===== src/rtl/input_debouncer.sv =====
// rtl/input_debouncer.sv - three-channel synchronizer + debounce FSM with rise pulses.
// Optional DEBOUNCE_GLITCH_CNT_EN adds a saturating rejected-transition counter.
module input_debouncer #(
  parameter int DEBOUNCE_CYCLES = 500000,
  parameter int CNT_W           = 19
) (
  input  logic       clock,
  input  logic       Reset,
  input  logic       Sensor_Raw,
  input  logic       Walk_Request_Raw,
  input  logic       Reprogram_Raw,
  output logic       Sensor_Clean,
  output logic       Walk_Request_Clean,
  output logic       Reprogram_Clean,
  output logic       Sensor_Pulse,
  output logic       Walk_Request_Pulse,
  output logic       Reprogram_Pulse
`ifdef DEBOUNCE_GLITCH_CNT_EN
  ,
  output logic [7:0] Glitch_Count
`endif
);

  typedef enum logic [1:0] {
    STABLE_LOW  = 2'd0,
    WAIT_HIGH   = 2'd1,
    STABLE_HIGH = 2'd2,
    WAIT_LOW    = 2'd3
  } state_t;

  localparam logic [CNT_W-1:0] LAST = CNT_W'(DEBOUNCE_CYCLES - 1);

  logic [2:0]       raw;
  logic [2:0]       sync1, sync2;
  logic [2:0]       clean, clean_next;
  logic [2:0]       pulse, pulse_next;
  logic [2:0]       glitch;
  state_t           state      [3];
  state_t           state_next [3];
  logic [CNT_W-1:0] cnt        [3];
  logic [CNT_W-1:0] cnt_next   [3];

  assign raw = {Reprogram_Raw, Walk_Request_Raw, Sensor_Raw};

  always_ff @(posedge clock) begin
    if (Reset) begin
      sync1 <= '0;
      sync2 <= '0;
      clean <= '0;
      pulse <= '0;
      for (int i = 0; i < 3; i++) begin
        state[i] <= STABLE_LOW;
        cnt[i]   <= '0;
      end
    end else begin
      sync1 <= raw;
      sync2 <= sync1;
      clean <= clean_next;
      pulse <= pulse_next;
      for (int i = 0; i < 3; i++) begin
        state[i] <= state_next[i];
        cnt[i]   <= cnt_next[i];
      end
    end
  end

  // Pulse is only set on the WAIT_HIGH completion, so it lines up with the first Clean=1 cycle.
  always_comb begin
    clean_next = clean;
    pulse_next = '0;
    glitch     = '0;
    for (int i = 0; i < 3; i++) begin
      state_next[i] = state[i];
      cnt_next[i]   = cnt[i];
      case (state[i])
        STABLE_LOW: begin
          if (sync2[i]) begin
            state_next[i] = WAIT_HIGH;
            cnt_next[i]   = '0;
          end
        end
        WAIT_HIGH: begin
          if (!sync2[i]) begin
            state_next[i] = STABLE_LOW;
            cnt_next[i]   = '0;
            glitch[i]     = 1'b1;
          end else if (cnt[i] == LAST) begin
            state_next[i] = STABLE_HIGH;
            cnt_next[i]   = '0;
            clean_next[i] = 1'b1;
            pulse_next[i] = 1'b1;
          end else begin
            cnt_next[i] = cnt[i] + 1'b1;
          end
        end
        STABLE_HIGH: begin
          if (!sync2[i]) begin
            state_next[i] = WAIT_LOW;
            cnt_next[i]   = '0;
          end
        end
        WAIT_LOW: begin
          if (sync2[i]) begin
            state_next[i] = STABLE_HIGH;
            cnt_next[i]   = '0;
            glitch[i]     = 1'b1;
          end else if (cnt[i] == LAST) begin
            state_next[i] = STABLE_LOW;
            cnt_next[i]   = '0;
            clean_next[i] = 1'b0;
          end else begin
            cnt_next[i] = cnt[i] + 1'b1;
          end
        end
        default: begin
          state_next[i] = STABLE_LOW;
          cnt_next[i]   = '0;
        end
      endcase
    end
  end

  assign Sensor_Clean       = clean[0];
  assign Walk_Request_Clean = clean[1];
  assign Reprogram_Clean    = clean[2];
  assign Sensor_Pulse       = pulse[0];
  assign Walk_Request_Pulse = pulse[1];
  assign Reprogram_Pulse    = pulse[2];

`ifdef DEBOUNCE_GLITCH_CNT_EN
  logic [8:0] glitch_sum;

  always_comb begin
    glitch_sum = {1'b0, Glitch_Count} + 9'(glitch[0]) + 9'(glitch[1]) + 9'(glitch[2]);
  end

  always_ff @(posedge clock) begin
    if (Reset) begin
      Glitch_Count <= '0;
    end else if (glitch_sum > 9'd255) begin
      Glitch_Count <= 8'd255;
    end else begin
      Glitch_Count <= glitch_sum[7:0];
    end
  end
`else
  logic unused_glitch;
  assign unused_glitch = ^glitch;
`endif

endmodule


===== config.mk =====
export PLATFORM = sky130hd
export DESIGN_NAME = input_debouncer
export DESIGN_NICKNAME = d
export VERILOG_FILES = /design/src/rtl/input_debouncer.sv
export SDC_FILE = /design/constraint.sdc
export NUM_CORES = 1
export LEC_CHECK = 0
export CORE_MARGIN = 2
export CORE_UTILIZATION = 32
export DETAILED_ROUTE_END_ITERATION = 16
export GPL_TIMING_DRIVEN = 0
export SYNTH_ARGS = -nofsm -noshare
export SYNTH_HDL_FRONTEND = slang
export SYNTH_SLANG_ARGS = --single-unit

===== constraint.sdc =====
create_clock -name clock -period 2.7 [get_ports clock]
set_input_delay 0.54 -clock clock [delete_from_list [all_inputs] [get_ports clock]]
set_output_delay 0.54 -clock clock [all_outputs]
set_load 0.01 [all_outputs]

# Word-level counts from Yosys, hierarchy flattened
# Memories as Yosys holds them, arrays and structs flattened.
# Cells that the tools add are included.
# word_totals
reg_bits	12
latchBits	0
mem_bits_rw	63
rom_bits	0
input_bits	5
out_inout_bits	6
word_cells	127
mem_count	2
# classes
addsub	3
n_mul	0
div_mod_pow	0
magnitude_cmp	0
eq_ne	24
shifts	0
mux	66
bitwise_logic	12
reduce_logical	12
# mem_list
memory	depth	word_bits	rd	rd_clocked_by_memory_dff	write_ports	line_no	rtl
cnt	3	19	3	0	3	40	logic [CNT_W-1:0] cnt [3];
state	3	2	3	0	3	38	state_t state [3];
# op_table
operator	count
two-way mux 19 bit	18
case mux 19 bit (4 select lines)	3
adder 19 x 1 -> 19 bit (second input constant)	3
== test 19 bit (second input constant)	3
two-way mux 2 bit	21
inequality test 2 bit (second input constant)	12
case mux 2 bit (4 select lines)	3
two-way mux 1 bit	18
AND reduction 5 bit	3
== test 2 bit (second input constant)	6
OR reduction 3 bit	3
== test 2 x 1 -> 1 bit (second input constant)	3
logical NOT 2 bit	3
inverter 1 bit	6
OR 1 bit	6
case mux 1 bit (2 select lines)	3
nonzero test 2 bit	3

# Longest topological paths before layout
# Gate-level depths: netlist (run 1).
# logic_depth
ltp_word	5
depth_mapped	8
depth_no_buf	7

# Worst setup path after synthesis (run 1)
# OpenSTA, ideal clock, no wires.
# synth_timing
path_kind	register to register
from	memory state[0][0] (netlist name)
to	memory cnt[0][9]
setup_ns	0.070
t_arrival_ns	1.964
required_time_ns	2.630
slack_ns	0.667
stages_incl_launch_ff	9
n_path_buf	2
synth_period_minus_slack_ns	2.033
cell_sequence	dfxtp_1 -> inv_1 -> ha_1 -> or3b_2 -> nand2_1 -> clkbuf_1 -> buf_2 -> o21ai_0 -> a21oi_1
# synth_lines
element	line_no
from (decl)	38
to (decl)	40

==> results of run 1 <==
[worst reg2reg max path: cells and delay by family (launching register included)]
family | cells | cell delay [ns]
simple gates | 3 | 0.92
compound gates | 1 | 0.18
buf+inv | 2 | 0.54
fa+ha+maj | 1 | 0.27
flops | 1 | 0.41
[flip-flops by register name, indices dropped and copies added (netlist names), named ones only]
name / cells
sync1: 3
pulse: 3
clean: 3
sync2: 3
cnt: 57
state: 3
[power by group]
group          switching, mW  internal, mW  leakage (nW)  total, mW
Clock                  0.476         0.896         0.159       1.37
Combinational          0.159        0.0737         0.648      0.233
Sequential            0.0163          1.12         0.606       1.14
[per-stage QoR]
stage | hold WS, ns | utilization [%] | worst slack [ns] | std cells | total power [mW]
after floorplan | 0.414 | - | 0.667 | 469 | 1.32
after global placement | 0.419 | 34.7 | 0.349 | 625 | 1.39
after detailed placement | 0.425 | 34.7 | 0.344 | 625 | 1.39
after CTS | 0.439 | 37.5 | 0.316 | 640 | 2.76
after global routing | 0.450 | 37.5 | 0.139 | 640 | 2.84
final | 0.436 | 37.5 | 0.316 | 640 | 2.74
[worst max path at each step]
stage,startpoint,to,slack [ns],cells past startpoint
2_1_floorplan,state[0][0],cnt[0][9],0.67,8
3_3_place_gp,state[0][0],cnt[0][9],0.35,8
3_5_place_dp,state[0][0],cnt[0][9],0.34,8
4_1_cts,state[0][0],cnt[0][9],0.32,8
5_1_grt,state[0][0],cnt[0][9],0.14,8
6_report,state[0][4],cnt[0][49],0.32,7
[area by class of cell]
| cell class | count | area (µm²) |
|---|---|---|
| buffer | 23 | 103 |
| clock buffer | 10 | 229 |
| clock inverter | 5 | 103 |
| fill | 1219 | 7450 |
| inverter | 11 | 41.3 |
| multi-input combinational | 360 | 2210 |
| sequential | 75 | 1500 |
| tap | 147 | 184 |
| timing repair buffer | 9 | 90.1 |
[cell families after synthesis]
family / count (synthesis)
buffers and inverters: 34
AOI/OAI and AO/OA: 89
and+or+nand+nor: 239
DFF: 75
xor gates and xnor gates: 18
muxes: 5
adders and majority gates: 9
[cells in the final DEF, fill, tap and decap left out, drive strengths merged, types with 10 or more instances in the layout]
master / Yosys / final
nand2: 47 / 47
clkbuf: 16 / 26
nand4: 14 / 14
inv: 11 / 11
nor4: 15 / 15
o21ai: 15 / 15
nand3: 37 / 37
nand2b: 10 / 10
dfxtp: 75 / 75
xnor2: 17 / 17
nor3: 18 / 18
a21oi: 27 / 27
a31oi: 20 / 20
nor2: 41 / 41
[per-layer routing]
| metal | vias to the layer above | share of wire [%] | global-route usage [%] |
|---|---|---|---|
| li1 | 1767 | - | - |
| met1 | 1677 | 47 | 20.1 |
| met2 | 83 | 46 | 24.6 |
| met3 | 17 | 5.0 | 3.61 |
| met4 | 0 | 1.8 | 5.93 |
| met5 | - | 0 | 0 |
==> key figures, run 1 <==
STA
  • Final setup viols: 0
  • Slew at the pin with the worst max-slew slack: 1.09 ns
  • Slew headroom: between 20% and 30%
  • Crit share post-route: about nine tenths
  • Setup TNS: 0 ns
  • Final hold violation count: 0
  • Clock Skews: roughly 0.0071 ns
  • Unrepaired setup endpoints after global routing: no
  • Max Fclk: between 0.4 and 0.5 GHz
  • Final-report max-slew violation count: 0
  • Min cycle time layout: roughly 2.4 ns

Worst setup path
  • CP delay by family, top: simple AND/OR/NAND/NOR gates
  • CP Class: reg2reg
  • CP max-delay cell: or3b_2
  • Max stage delay on crit path: around 0.47 ns
  • R2R Path Start: state[0][4]
  • Startpoint Class: register
  • Reg2reg end: cnt[0][49]
  • CP required: 2.96 ns
  • Setup crit end kind: register
  • Worst Path Max Fanout: 10
  • Worst Path Buf+Inv: 2
  • Worst endpoint data arrival time: between 2 and 3 ns
  • Crit-path cells: inv_1 -> ha_1 -> or3b_2 -> nand2_1 -> clkbuf_1 -> nand2_1 -> a31oi_1
  • Crit path top cell by count: nand2_1
  • Reg2Reg Setup Slack: 0.32 ns
  • Reg2reg path depth: 7

Detailed routing
  • Drt drc: 0
  • DRT iter0 DRCs: 204
  • WL per Instance: between 10 and 15 µm
  • Via total after detailed routing: around 3500
  • WL final: ~9.4 mm
  • DR pass1 iterations: 5
  • Post-route ant nets: 0
  • Via density: 5.54

Synthesis
  • Sequential area share after synthesis: 38.9%
  • Syn Nets: between 400 and 500
  • Asr flop ratio synth: 0%
  • Mapped Cells: between 400 and 500
  • Prevailing post-synth register cell: dfxtp_1
  • Synth cell types: between 50 and 60
  • Simple-gate area share of the yosys netlist: 34.0%
  • Yosys reg bits: 75
  • Count leader, synth: dfxtp_1
  • Cell Area, Synth: between 0.003 and 0.004 mm²
  • Synth Area in Adders: under 10%
  • Number of enable-type register cells in the synthesized netlist: 0
  • Syn_area_per_cell: a little over 8 µm²
  • XOR/XNOR share of the synthesized area: under 10%
  • Top cells by area, synth: dfxtp_1, nand3_1, nand2_1, nor2_1, xnor2_1
  • Multiplexer area fraction after synthesis: between 1 and 1.5%
  • Synth Area in Compound Gates: between 10% and 20%
  • Synth top cells by count: dfxtp_1, nand2_1, nor2_1, nand3_1, a21oi_1
  • Synth area leader: dfxtp_1
  • Top cell type's share of synthesized area: between 30% and 40%
  • Main combinational cell family by area after synthesis: simple AND/OR/NAND/NOR gates
  • Ys Warns: 0

Global routing
  • Largest net degree at the start of global routing: 13
  • Number of global-route vias before repair: about 3400
  • First-pass GRT wire length: 16.1 mm
  • GRT overflow: 0
  • Total track usage: 15.3%
  • Initial antenna violation count: 0

Clocking
  • H-Tree Depth: 3
  • Clock Latency Late Sink: approximately 0.34 ns
  • Hold buffers post-CTS: 0
  • CTS Buffer Depth: 2
  • Root Driver: clkbuf_16
  • CTS Buf Count: 9
  • Postcts setup bufs: 0
  • CTS Sinks: 75
  • TritonCTS clock tree: built
  • Post-CTS resize count: 0
  • CTS clk-pin slew, worst paths: around 0.060 ns

Power and ir drop
  • Lkg Pwr: approximately 1.4 nW
  • Peak VDD IR: ~0.27 mV
  • Pwr/cell area: 614 mW/mm²

Layout
  • Fraction of layout cells with a size suffix above 1: under 10%
  • Final Net Count: about 500
  • Diode count: 0
  • Finished Cell Area: roughly 0.0045 mm²
  • Area growth from synthesis to layout: 15.7%

Floorplanning
  • Die Y: around 110 µm
  • Die area: ~0.013 mm²
  • Core box area: ~0.012 mm²
  • Boundary Pins: 11
  • Initial core utilization: about a third
  • Placement row count: 40
  • Chip Width: approximately 110 µm

Min path
  • Worst hold path type: reg2reg
  • Hold path endpoint: sync2[2]
  • Worst hold stages: 1
  • Hold Crit Start: sync1[2]

Placement
  • Port Buf Inserts: 9
  • GPL Wtd Cong: 0.834
  • Placement-stage cell area: about 0.0041 mm²
  • DPL Wire Length: approximately 6.4 mm

Outcome
  • Status: complete, no violations

Job
  • Max Cap Viol: 0
Power figures use the tool's default switching activity.
==> run 2, diff against run 1 <==
--- a/config.mk
+++ b/config.mk
@@ -9,6 +9,7 @@
 export CORE_UTILIZATION = 32
 export DETAILED_ROUTE_END_ITERATION = 16
 export GPL_TIMING_DRIVEN = 0
+export SLEW_MARGIN = 10
 export SYNTH_ARGS = -nofsm -noshare
 export SYNTH_HDL_FRONTEND = slang
 export SYNTH_SLANG_ARGS = --single-unit
==> results of run 2 <==
Final layout, timing and power as in run 1 (identical DEF).
